**config.mk**
```make
export PLATFORM = sky130hd
export DESIGN_NAME = sw_array_ctrl_flat
export DESIGN_NICKNAME = d
export VERILOG_FILES = /design/src/rtl/sw_pkg.sv /design/src/rtl/sw_array_ctrl_if.sv /design/src/rtl/sw_max_tracker.sv /design/src/rtl/sw_array_ctrl.sv /design/src/flat_wrapper.sv
export SDC_FILE = /design/constraint.sdc
export NUM_CORES = 1
export LEC_CHECK = 0
export ABC_AREA = 1
export CAP_MARGIN = 5
export CORE_MARGIN = 3
export CORE_UTILIZATION = 45
export DETAILED_ROUTE_END_ITERATION = 8
export PLACE_DENSITY = 0.75
export SETUP_SLACK_MARGIN = 0.5
export SLEW_MARGIN = 20
export SYNTH_ARGS = -nofsm -noshare
export SYNTH_HDL_FRONTEND = slang
export SYNTH_SLANG_ARGS = --single-unit
```
**constraint.sdc**
```tcl
create_clock -name clk -period 2.2 [get_ports clk]
set_input_delay 0.55 -clock clk [delete_from_list [all_inputs] [get_ports clk]]
set_output_delay 0.55 -clock clk [all_outputs]
set_load 0.05 [all_outputs]
```
**src/rtl/sw_pkg.sv**
```systemverilog
// sw_pkg: shared definitions for the Smith-Waterman array controller and the
// blocks that sit around the PE chain.
//   NUM_PE_DEF : default number of PEs in the chain (short-read length per job)
//   BASE_W     : nucleotide code width
//   SCORE_W    : V/E/F score width, compared as unsigned
//   REF_LEN_W  : width of the reference-length field and reference counter
package sw_pkg;

  localparam int NUM_PE_DEF = 8;
  localparam int BASE_W     = 2;
  localparam int SCORE_W    = 10;
  localparam int REF_LEN_W  = 16;

  typedef enum logic [BASE_W-1:0] {
    BASE_A = 2'b00,
    BASE_C = 2'b01,
    BASE_G = 2'b10,
    BASE_T = 2'b11
  } base_e;

  typedef enum logic [2:0] {
    IDLE,
    LOAD,
    STREAM,
    DRAIN,
    DONE
  } state_e;

  // States in which a job is in flight and the tail PE may report scores.
  function automatic logic is_busy_state(input state_e s);
    return s inside {LOAD, STREAM, DRAIN};
  endfunction

endpackage

```
**src/rtl/sw_array_ctrl_if.sv**
```systemverilog
// sw_array_ctrl_if: job control, read/reference streams and PE-chain taps of
// the array controller.
//   job      : start, ref_len (host -> ctrl); busy, done, err, max_score back
//   read     : rd_valid/rd_base in, rd_ready out (last base of the read first)
//   reference: ref_valid/ref_base in, ref_ready out (in order)
//   PE0 feed : pe_S, pe_store_S, pe_T, pe_init, pe_V, pe_F (ctrl -> chain)
//   tail     : tail_V, tail_init (last PE -> ctrl)
// slave is the controller's view, master the host/chain side.
interface sw_array_ctrl_if;
  import sw_pkg::*;

  logic                 start;
  logic [REF_LEN_W-1:0] ref_len;
  logic                 busy;
  logic                 done;
  logic                 err;
  logic [SCORE_W-1:0]   max_score;

  logic                 rd_valid;
  logic [BASE_W-1:0]    rd_base;
  logic                 rd_ready;

  logic                 ref_valid;
  logic [BASE_W-1:0]    ref_base;
  logic                 ref_ready;

  logic [BASE_W-1:0]    pe_S;
  logic                 pe_store_S;
  logic [BASE_W-1:0]    pe_T;
  logic                 pe_init;
  logic [SCORE_W-1:0]   pe_V;
  logic [SCORE_W-1:0]   pe_F;

  logic [SCORE_W-1:0]   tail_V;
  logic                 tail_init;

  modport slave (
    input  start, ref_len, rd_valid, rd_base, ref_valid, ref_base,
           tail_V, tail_init,
    output busy, done, err, max_score, rd_ready, ref_ready,
           pe_S, pe_store_S, pe_T, pe_init, pe_V, pe_F
  );

  modport master (
    output start, ref_len, rd_valid, rd_base, ref_valid, ref_base,
           tail_V, tail_init,
    input  busy, done, err, max_score, rd_ready, ref_ready,
           pe_S, pe_store_S, pe_T, pe_init, pe_V, pe_F
  );

endinterface

```
**src/rtl/sw_max_tracker.sv**
```systemverilog
// sw_max_tracker: registered running maximum with synchronous clear.
//   clk, rst : clock, asynchronous active-low reset
//   clr      : zero the maximum (has priority over a new value)
//   en       : tracking window open
//   valid    : value is a real score this cycle
//   value    : candidate score (unsigned)
//   max_o    : largest accepted value since the last clear; ties keep the old one
module sw_max_tracker #(
  parameter int W = 10
) (
  input  logic         clk,
  input  logic         rst,
  input  logic         clr,
  input  logic         en,
  input  logic         valid,
  input  logic [W-1:0] value,
  output logic [W-1:0] max_o
);

  logic [W-1:0] max_q, max_d;

  // NOTE: every variable assigned in an always_comb gets a default on the
  // first line so no path leaves it unassigned and a latch is never inferred.
  always_comb begin
    max_d = max_q;
    if (clr) begin
      max_d = '0;
    end else if (en && valid && (value > max_q)) begin
      max_d = value;
    end
  end

  // NOTE: state is updated with non-blocking assignments so every flop samples
  // the pre-edge values regardless of statement order.
  always_ff @(posedge clk or negedge rst) begin
    if (!rst) max_q <= '0;
    else      max_q <= max_d;
  end

  assign max_o = max_q;

endmodule

```
**src/rtl/sw_array_ctrl.sv**
```systemverilog
// sw_array_ctrl: sequencer for a linear chain of Smith-Waterman PEs, one
// alignment per job. Shifts NUM_PE read bases into the chain, streams the
// reference with a zero column boundary, tracks the best V reported by the
// last PE, drains the pipeline and reports the score.
//   clk, rst : clock, asynchronous active-low reset
//   bus      : sw_array_ctrl_if.slave (job control, read/ref streams, PE taps)
module sw_array_ctrl
  import sw_pkg::*;
#(
  parameter int NUM_PE = NUM_PE_DEF
) (
  input logic              clk,
  input logic              rst,
  sw_array_ctrl_if.slave   bus
);

  localparam int CNT_W = $clog2(NUM_PE + 1);
  localparam logic [CNT_W-1:0] LOAD_LAST  = CNT_W'(NUM_PE - 1);
  // Last tail column leaves the chain NUM_PE+1 cycles after the final pe_init.
  localparam logic [CNT_W-1:0] DRAIN_LAST = CNT_W'(NUM_PE);

  state_e               state_q, state_d;
  logic [CNT_W-1:0]     load_cnt_q, load_cnt_d;
  logic [CNT_W-1:0]     drain_cnt_q, drain_cnt_d;
  logic [REF_LEN_W-1:0] ref_len_q, ref_len_d;
  logic [REF_LEN_W-1:0] ref_cnt_q, ref_cnt_d;
  logic [REF_LEN_W-1:0] ref_cnt_inc;
  logic                 busy_q, busy_d;
  logic                 done_q, done_d;
  logic                 err_q, err_d;
  logic                 rd_ready_q, rd_ready_d;
  logic                 ref_ready_q, ref_ready_d;
  logic [BASE_W-1:0]    pe_S_q, pe_S_d;
  logic                 pe_store_S_q, pe_store_S_d;
  logic [BASE_W-1:0]    pe_T_q, pe_T_d;
  logic                 pe_init_q, pe_init_d;

  logic start_acc;
  logic rd_take;
  logic ref_take;

  assign start_acc   = (state_q == IDLE) && bus.start;
  assign rd_take     = rd_ready_q && bus.rd_valid;
  assign ref_take    = ref_ready_q && bus.ref_valid;
  assign ref_cnt_inc = ref_cnt_q + REF_LEN_W'(1);

  always_comb begin
    state_d      = state_q;
    load_cnt_d   = load_cnt_q;
    drain_cnt_d  = drain_cnt_q;
    ref_len_d    = ref_len_q;
    ref_cnt_d    = ref_cnt_q;
    busy_d       = busy_q;
    done_d       = 1'b0;
    err_d        = err_q;
    rd_ready_d   = rd_ready_q;
    ref_ready_d  = ref_ready_q;
    pe_S_d       = pe_S_q;
    pe_store_S_d = 1'b0;
    pe_T_d       = pe_T_q;
    pe_init_d    = 1'b0;

    unique case (state_q)
      IDLE: begin
        if (start_acc) begin
          ref_len_d   = bus.ref_len;
          ref_cnt_d   = '0;
          load_cnt_d  = '0;
          drain_cnt_d = '0;
          err_d       = 1'b0;
          busy_d      = 1'b1;
          if (bus.ref_len == '0) begin
            // Empty reference: one busy cycle, then DONE via a pre-expired drain.
            drain_cnt_d = DRAIN_LAST;
            state_d     = DRAIN;
          end else begin
            rd_ready_d = 1'b1;
            state_d    = LOAD;
          end
        end
      end

      LOAD: begin
        if (rd_take) begin
          pe_S_d       = bus.rd_base;
          pe_store_S_d = 1'b1;
          load_cnt_d   = load_cnt_q + CNT_W'(1);
          if (load_cnt_q == LOAD_LAST) begin
            // Drop ready with the last base so no extra base is consumed.
            rd_ready_d  = 1'b0;
            ref_ready_d = 1'b1;
            state_d     = STREAM;
          end
        end
      end

      STREAM: begin
        if (ref_take) begin
          pe_T_d    = bus.ref_base;
          pe_init_d = 1'b1;
          ref_cnt_d = ref_cnt_inc;
          if (ref_cnt_inc == ref_len_q) begin
            ref_ready_d = 1'b0;
            state_d     = DRAIN;
          end
        end else begin
          // The chain cannot hold a column half-computed: a gap aborts the job.
          err_d       = 1'b1;
          ref_ready_d = 1'b0;
          state_d     = DRAIN;
        end
      end

      DRAIN: begin
        if (drain_cnt_q == DRAIN_LAST) begin
          busy_d  = 1'b0;
          done_d  = 1'b1;
          state_d = DONE;
        end else begin
          drain_cnt_d = drain_cnt_q + CNT_W'(1);
        end
      end

      DONE: begin
        state_d = IDLE;
      end

      default: begin
        state_d = IDLE;
      end
    endcase
  end

  always_ff @(posedge clk or negedge rst) begin
    if (!rst) begin
      state_q      <= IDLE;
      load_cnt_q   <= '0;
      drain_cnt_q  <= '0;
      ref_len_q    <= '0;
      ref_cnt_q    <= '0;
      busy_q       <= 1'b0;
      done_q       <= 1'b0;
      err_q        <= 1'b0;
      rd_ready_q   <= 1'b0;
      ref_ready_q  <= 1'b0;
      pe_S_q       <= '0;
      pe_store_S_q <= 1'b0;
      pe_T_q       <= '0;
      pe_init_q    <= 1'b0;
    end else begin
      state_q      <= state_d;
      load_cnt_q   <= load_cnt_d;
      drain_cnt_q  <= drain_cnt_d;
      ref_len_q    <= ref_len_d;
      ref_cnt_q    <= ref_cnt_d;
      busy_q       <= busy_d;
      done_q       <= done_d;
      err_q        <= err_d;
      rd_ready_q   <= rd_ready_d;
      ref_ready_q  <= ref_ready_d;
      pe_S_q       <= pe_S_d;
      pe_store_S_q <= pe_store_S_d;
      pe_T_q       <= pe_T_d;
      pe_init_q    <= pe_init_d;
    end
  end

  logic [SCORE_W-1:0] max_score;

  sw_max_tracker #(.W(SCORE_W)) u_max (
    .clk   (clk),
    .rst   (rst),
    .clr   (start_acc),
    .en    (is_busy_state(state_q)),
    .valid (bus.tail_init),
    .value (bus.tail_V),
    .max_o (max_score)
  );

  assign bus.busy       = busy_q;
  assign bus.done       = done_q;
  assign bus.err        = err_q;
  assign bus.max_score  = max_score;
  assign bus.rd_ready   = rd_ready_q;
  assign bus.ref_ready  = ref_ready_q;
  assign bus.pe_S       = pe_S_q;
  assign bus.pe_store_S = pe_store_S_q;
  assign bus.pe_T       = pe_T_q;
  assign bus.pe_init    = pe_init_q;
  // Column boundary of PE0: H and F above the first row are zero.
  assign bus.pe_V       = '0;
  assign bus.pe_F       = '0;

endmodule

```
**src/flat_wrapper.sv**
```systemverilog
// flat-port wrapper written by rule: the top's interface ports become plain ports
module sw_array_ctrl_flat import sw_pkg::*;
#(
  parameter int NUM_PE = NUM_PE_DEF
)
  (clk, rst, bus_start, bus_ref_len, bus_rd_valid, bus_rd_base, bus_ref_valid, bus_ref_base, bus_tail_V, bus_tail_init, bus_busy, bus_done, bus_err, bus_max_score, bus_rd_ready, bus_ref_ready, bus_pe_S, bus_pe_store_S, bus_pe_T, bus_pe_init, bus_pe_V, bus_pe_F);
  sw_array_ctrl_if bus_i ();
  input logic clk;
  input logic rst;
  input wire logic [$bits(bus_i.start)-1:0] bus_start;
  input wire logic [$bits(bus_i.ref_len)-1:0] bus_ref_len;
  input wire logic [$bits(bus_i.rd_valid)-1:0] bus_rd_valid;
  input wire logic [$bits(bus_i.rd_base)-1:0] bus_rd_base;
  input wire logic [$bits(bus_i.ref_valid)-1:0] bus_ref_valid;
  input wire logic [$bits(bus_i.ref_base)-1:0] bus_ref_base;
  input wire logic [$bits(bus_i.tail_V)-1:0] bus_tail_V;
  input wire logic [$bits(bus_i.tail_init)-1:0] bus_tail_init;
  output wire logic [$bits(bus_i.busy)-1:0] bus_busy;
  output wire logic [$bits(bus_i.done)-1:0] bus_done;
  output wire logic [$bits(bus_i.err)-1:0] bus_err;
  output wire logic [$bits(bus_i.max_score)-1:0] bus_max_score;
  output wire logic [$bits(bus_i.rd_ready)-1:0] bus_rd_ready;
  output wire logic [$bits(bus_i.ref_ready)-1:0] bus_ref_ready;
  output wire logic [$bits(bus_i.pe_S)-1:0] bus_pe_S;
  output wire logic [$bits(bus_i.pe_store_S)-1:0] bus_pe_store_S;
  output wire logic [$bits(bus_i.pe_T)-1:0] bus_pe_T;
  output wire logic [$bits(bus_i.pe_init)-1:0] bus_pe_init;
  output wire logic [$bits(bus_i.pe_V)-1:0] bus_pe_V;
  output wire logic [$bits(bus_i.pe_F)-1:0] bus_pe_F;
  assign bus_i.start = bus_start;
  assign bus_i.ref_len = bus_ref_len;
  assign bus_i.rd_valid = bus_rd_valid;
  assign bus_i.rd_base = bus_rd_base;
  assign bus_i.ref_valid = bus_ref_valid;
  assign bus_i.ref_base = bus_ref_base;
  assign bus_i.tail_V = bus_tail_V;
  assign bus_i.tail_init = bus_tail_init;
  assign bus_busy = bus_i.busy;
  assign bus_done = bus_i.done;
  assign bus_err = bus_i.err;
  assign bus_max_score = bus_i.max_score;
  assign bus_rd_ready = bus_i.rd_ready;
  assign bus_ref_ready = bus_i.ref_ready;
  assign bus_pe_S = bus_i.pe_S;
  assign bus_pe_store_S = bus_i.pe_store_S;
  assign bus_pe_T = bus_i.pe_T;
  assign bus_pe_init = bus_i.pe_init;
  assign bus_pe_V = bus_i.pe_V;
  assign bus_pe_F = bus_i.pe_F;
  sw_array_ctrl #(.NUM_PE(NUM_PE)) u_core (.clk(clk), .rst(rst), .bus(bus_i));
endmodule
```
==> impl_results.md <==
* Outcome: completed
* PnR worst setup slack at 0.171 ns
* Post-synthesis average cell area at 7.74 um^2
* Complex-gate fraction of the synthesized area at 9.51%
* Sum of net half-perimeters after detailed placement at 6.76 mm
* Detailed Route Iter0 Violations at 216
* Clock tree from TritonCTS: yes
* Number of rows in the core area at 32
* Worst path required time at 2.43 ns
* Power density over the cells at 1070 nW/um^2
* Ratio of cells with drive above 1 in the final layout at 27.2%
* Root Buffer: clkbuf_8
* Worst setup path class: flip-flop to flip-flop
* Worst Hold Class: input pin to asynchronous set/reset pin
* Vias in the first global route at 3568
* Initial standard-cell utilization of the core at 47.4%
* Number of endpoints failing setup at the final stage at 0
* Most frequent cells in the layout: 115 x nand2_1, 56 x inv_1, 53 x dfrtp_1
* Fraction of met3 tracks used by global routing at 4.52%
* Drt pass-1 iters at 5
* Final cell count without fillers at 687
* Post-synthesis instance total at 486
* Post-Synth Simple-Gate Area at 29.5%
* Horizontal die dimension at 97.4 um
* Yosys reg bits at 64
* R2R setup slack at 0.17 ns
* Congestion Overflow GR at 0
* Vias at 3583
* Kind of start point of the critical path: flip-flop
* Worst setup slack after placement at -0.207 ns
* Antenna Diode Count at 0
* Critical register-to-register path endpoint: u_core.state_q[1]$_DFFE_PN0P_
* Nets at 630
* Drt wl/cell at 14.7 um
* Clock latency at the later pin of the worst-skew pair at 0.34 ns
* Min Hold Slack at 0.159 ns
* DIE HEIGHT at 97.4 um
* Met2 routing resource usage after global routing at 36.7%
* Global routing met1 resource utilization at 25.3%
* Most common library cell in the layout ignoring fill and taps: nand2_1
* Total wire length after detailed routing at 10.1 mm
* Largest family of logic cells by synthesized area: simple AND/OR/NAND/NOR gates
* Final cycle utilization of the critical path at 92.2%
* Proportion of synthesized area in mux cells at 0%
* Pin count of the biggest net entering global routing at 22
* Share of synthesized area occupied by flip-flops and latches at 42.6%
* Detailed-route DRC error count at 0
* Core area at 7930 um^2
* Number of different library cells in the post-synthesis netlist at 35
* Clock sinks at 64
* Routed via count divided by cell count at 5.22
* Endpoint type of the worst setup path: flip-flop
* Static Leak at 2.39 nW
* Area growth from synthesis to final layout at 37.2%
* Post-DRT Antenna Nets at 0
* Placer's final routability congestion estimate at 0.859
* Clock skew at 0.00633 ns
* Total of max-cap violations at 0
* Number of buffers inserted by port buffering at 56
* Clock-pin slew of the registers on the worst-case setup and hold paths at 0.07 ns
* Arithmetic-cell share of the synthesized area counting full adders, half adders and majority gates at 4.66%
* Deepest level of the CTS H-tree at 3
* Highest net fanout along the worst path at 5
* Final hold vios at 0
* Post-synthesis instance area at 3760 um^2
* Hold buffer count at cts at 0
* Total track usage at 21.1%
* Cell total after placement at 652
* Yosys top cell by area: dfrtp_1
* Top-area cell type share of the netlist area at 42.6%
* Die outline area at 9490 um^2
* Io pins at 77
* Post-synthesis xor/xnor area fraction at 2.23%
* Time the final worst path needs with I/O delays and setup at 2.03 ns
* Most heavily used metal layer in global routing: met2
* FF-to-FF path depth at 15
* Global-route wire length before repair at 16.4 mm
* RSZ-0062 raised after global routing: true
* Buffers from clock root to sink, at most at 2
* Warnings from Yosys at 0
* Pwr Total at 0.00554 W
* Origin of the critical flop-to-flop path: u_core.ref_cnt_q[1]$_DFFE_PN0P_
* Synth top area cells: dfrtp_1 43%, nand2_1 12%, inv_1 6.5%
* Worst supply voltage drop on vdd at 768 uV
* Number of buffers created by CTS at 9
* Number of antenna violations at the first check in global routing at 0
* Top achievable clock speed at 493 MHz
* Final number of max-transition violations at 0
* Arrival time at the worst endpoint at 2.26 ns
[sequential cells by signal, summed over array words and instances (netlist names)]
signal / cells
u_core.bus.err: 1
u_core.bus.pe_T: 2
u_core.state_q: 3
u_core.bus.busy: 1
u_core.ref_cnt_q: 16
u_core.bus.ref_ready: 1
u_core.bus.pe_store_S: 1
u_core.ref_len_q: 16
u_core.u_max.max_o: 10
u_core.bus.rd_ready: 1
u_core.load_cnt_q: 4
u_core.bus.done: 1
u_core.bus.pe_S: 2
u_core.bus.pe_init: 1
u_core.drain_cnt_q: 4
[cells in the mapped netlist (all sizes together)]
library cell / instances
nand2: 128
inv: 66
dfrtp: 64
nand3: 45
nor2: 41
o21ai: 41
buf: 22
ha: 14
nand4: 13
o22ai: 10
nand3b: 9
xor2: 6
a21oi: 5
clkbuf: 4
nor3: 3
a31oi: 2
clkinv: 2
nor4: 2
o211ai: 2
a211oi: 1
a21boi: 1
a21o: 1
conb: 1
o21a: 1
xnor2: 1
xnor3: 1
[worst max-delay path: stages, from the launching register on]
cell and delay (ns):
dfrtp_1 0.42, ha_4 0.20, nand2_4 0.06, nor2_4 0.18
buf_4 0.13, nand4_1 0.11, nand3b_1 0.13, nand2_1 0.07
nor2_2 0.12, nand2_1 0.06, nor2_1 0.09, nand2_1 0.06
nand2_2 0.10, nand2_2 0.06, nand2_1 0.07, nand2_1 0.05
[per-layer routing]
metal  vias to the layer above  share of wire (%)
li1                       1737                  -
met1                      1703                 42
met2                       119                 51
met3                        24                5.1
met4                         0                2.4
met5                         -                  0
[power by group]
part / switching (W) / internal, W
sequential: 0.000254 / 0.00152
combinational: 0.00171 / 0.00100
clock: 0.000498 / 0.000558
[layout make-up]
cell class	count	area, um^2
clock buffers	10	138
clock inverters	6	67.6
fillers	630	2770
inverters	68	259
multi-input cells	348	2110
flip-flops and latches	64	1620
well taps	102	128
repair buffers	89	841
[kinds of logic (layout without fill, tap and decap cells)]
group,count (synthesis),after routing
simple gates,241,242
buf+inv,94,173
compound gates,64,64
flops,64,64
fa+ha+maj,14,14
xor+xnor,8,8
other cells,1,20
[repair_timing]
action                                  CTS  global route
pin swaps                                25            27
resized for setup                       120            29
cloned                                    1             0
setup buffers                            16             2
endpoints found under the setup margin   68            53
[how the worst max path moves through the flow]
stage	slack (ns)	from	endpoint
2_1_floorplan	0.32	u_core.u_max.max_o[7]$_DFFE_PN0P_	u_core.u_max.max_o[1]$_DFFE_PN0P_
3_3_place_gp	-0.17	bus_tail_V[7]	u_core.u_max.max_o[2]$_DFFE_PN0P_
3_5_place_dp	-0.21	bus_tail_V[7]	u_core.u_max.max_o[3]$_DFFE_PN0P_
4_1_cts	0.26	u_core.ref_cnt_q[0]$_DFFE_PN0P_	u_core.state_q[1]$_DFFE_PN0P_
5_1_grt	-0.01	u_core.ref_cnt_q[0]$_DFFE_PN0P_	u_core.state_q[1]$_DFFE_PN0P_
6_report	0.17	u_core.ref_cnt_q[1]$_DFFE_PN0P_	u_core.state_q[1]$_DFFE_PN0P_
[through the flow]
| step | instance area, um^2 | TNS (ns) | util [%] |
|---|---|---|---|
| after floorplan | 3900 | 0 | - |
| after global placement | 4540 | -1.59 | 57.2 |
| after detailed placement | 4540 | -1.96 | 57.2 |
| after CTS | 5080 | 0 | 64.0 |
| after global routing | 5160 | -0.0133 | 65.1 |
| final | 5160 | 0 | 65.1 |
(Power assumes the default switching activity.)
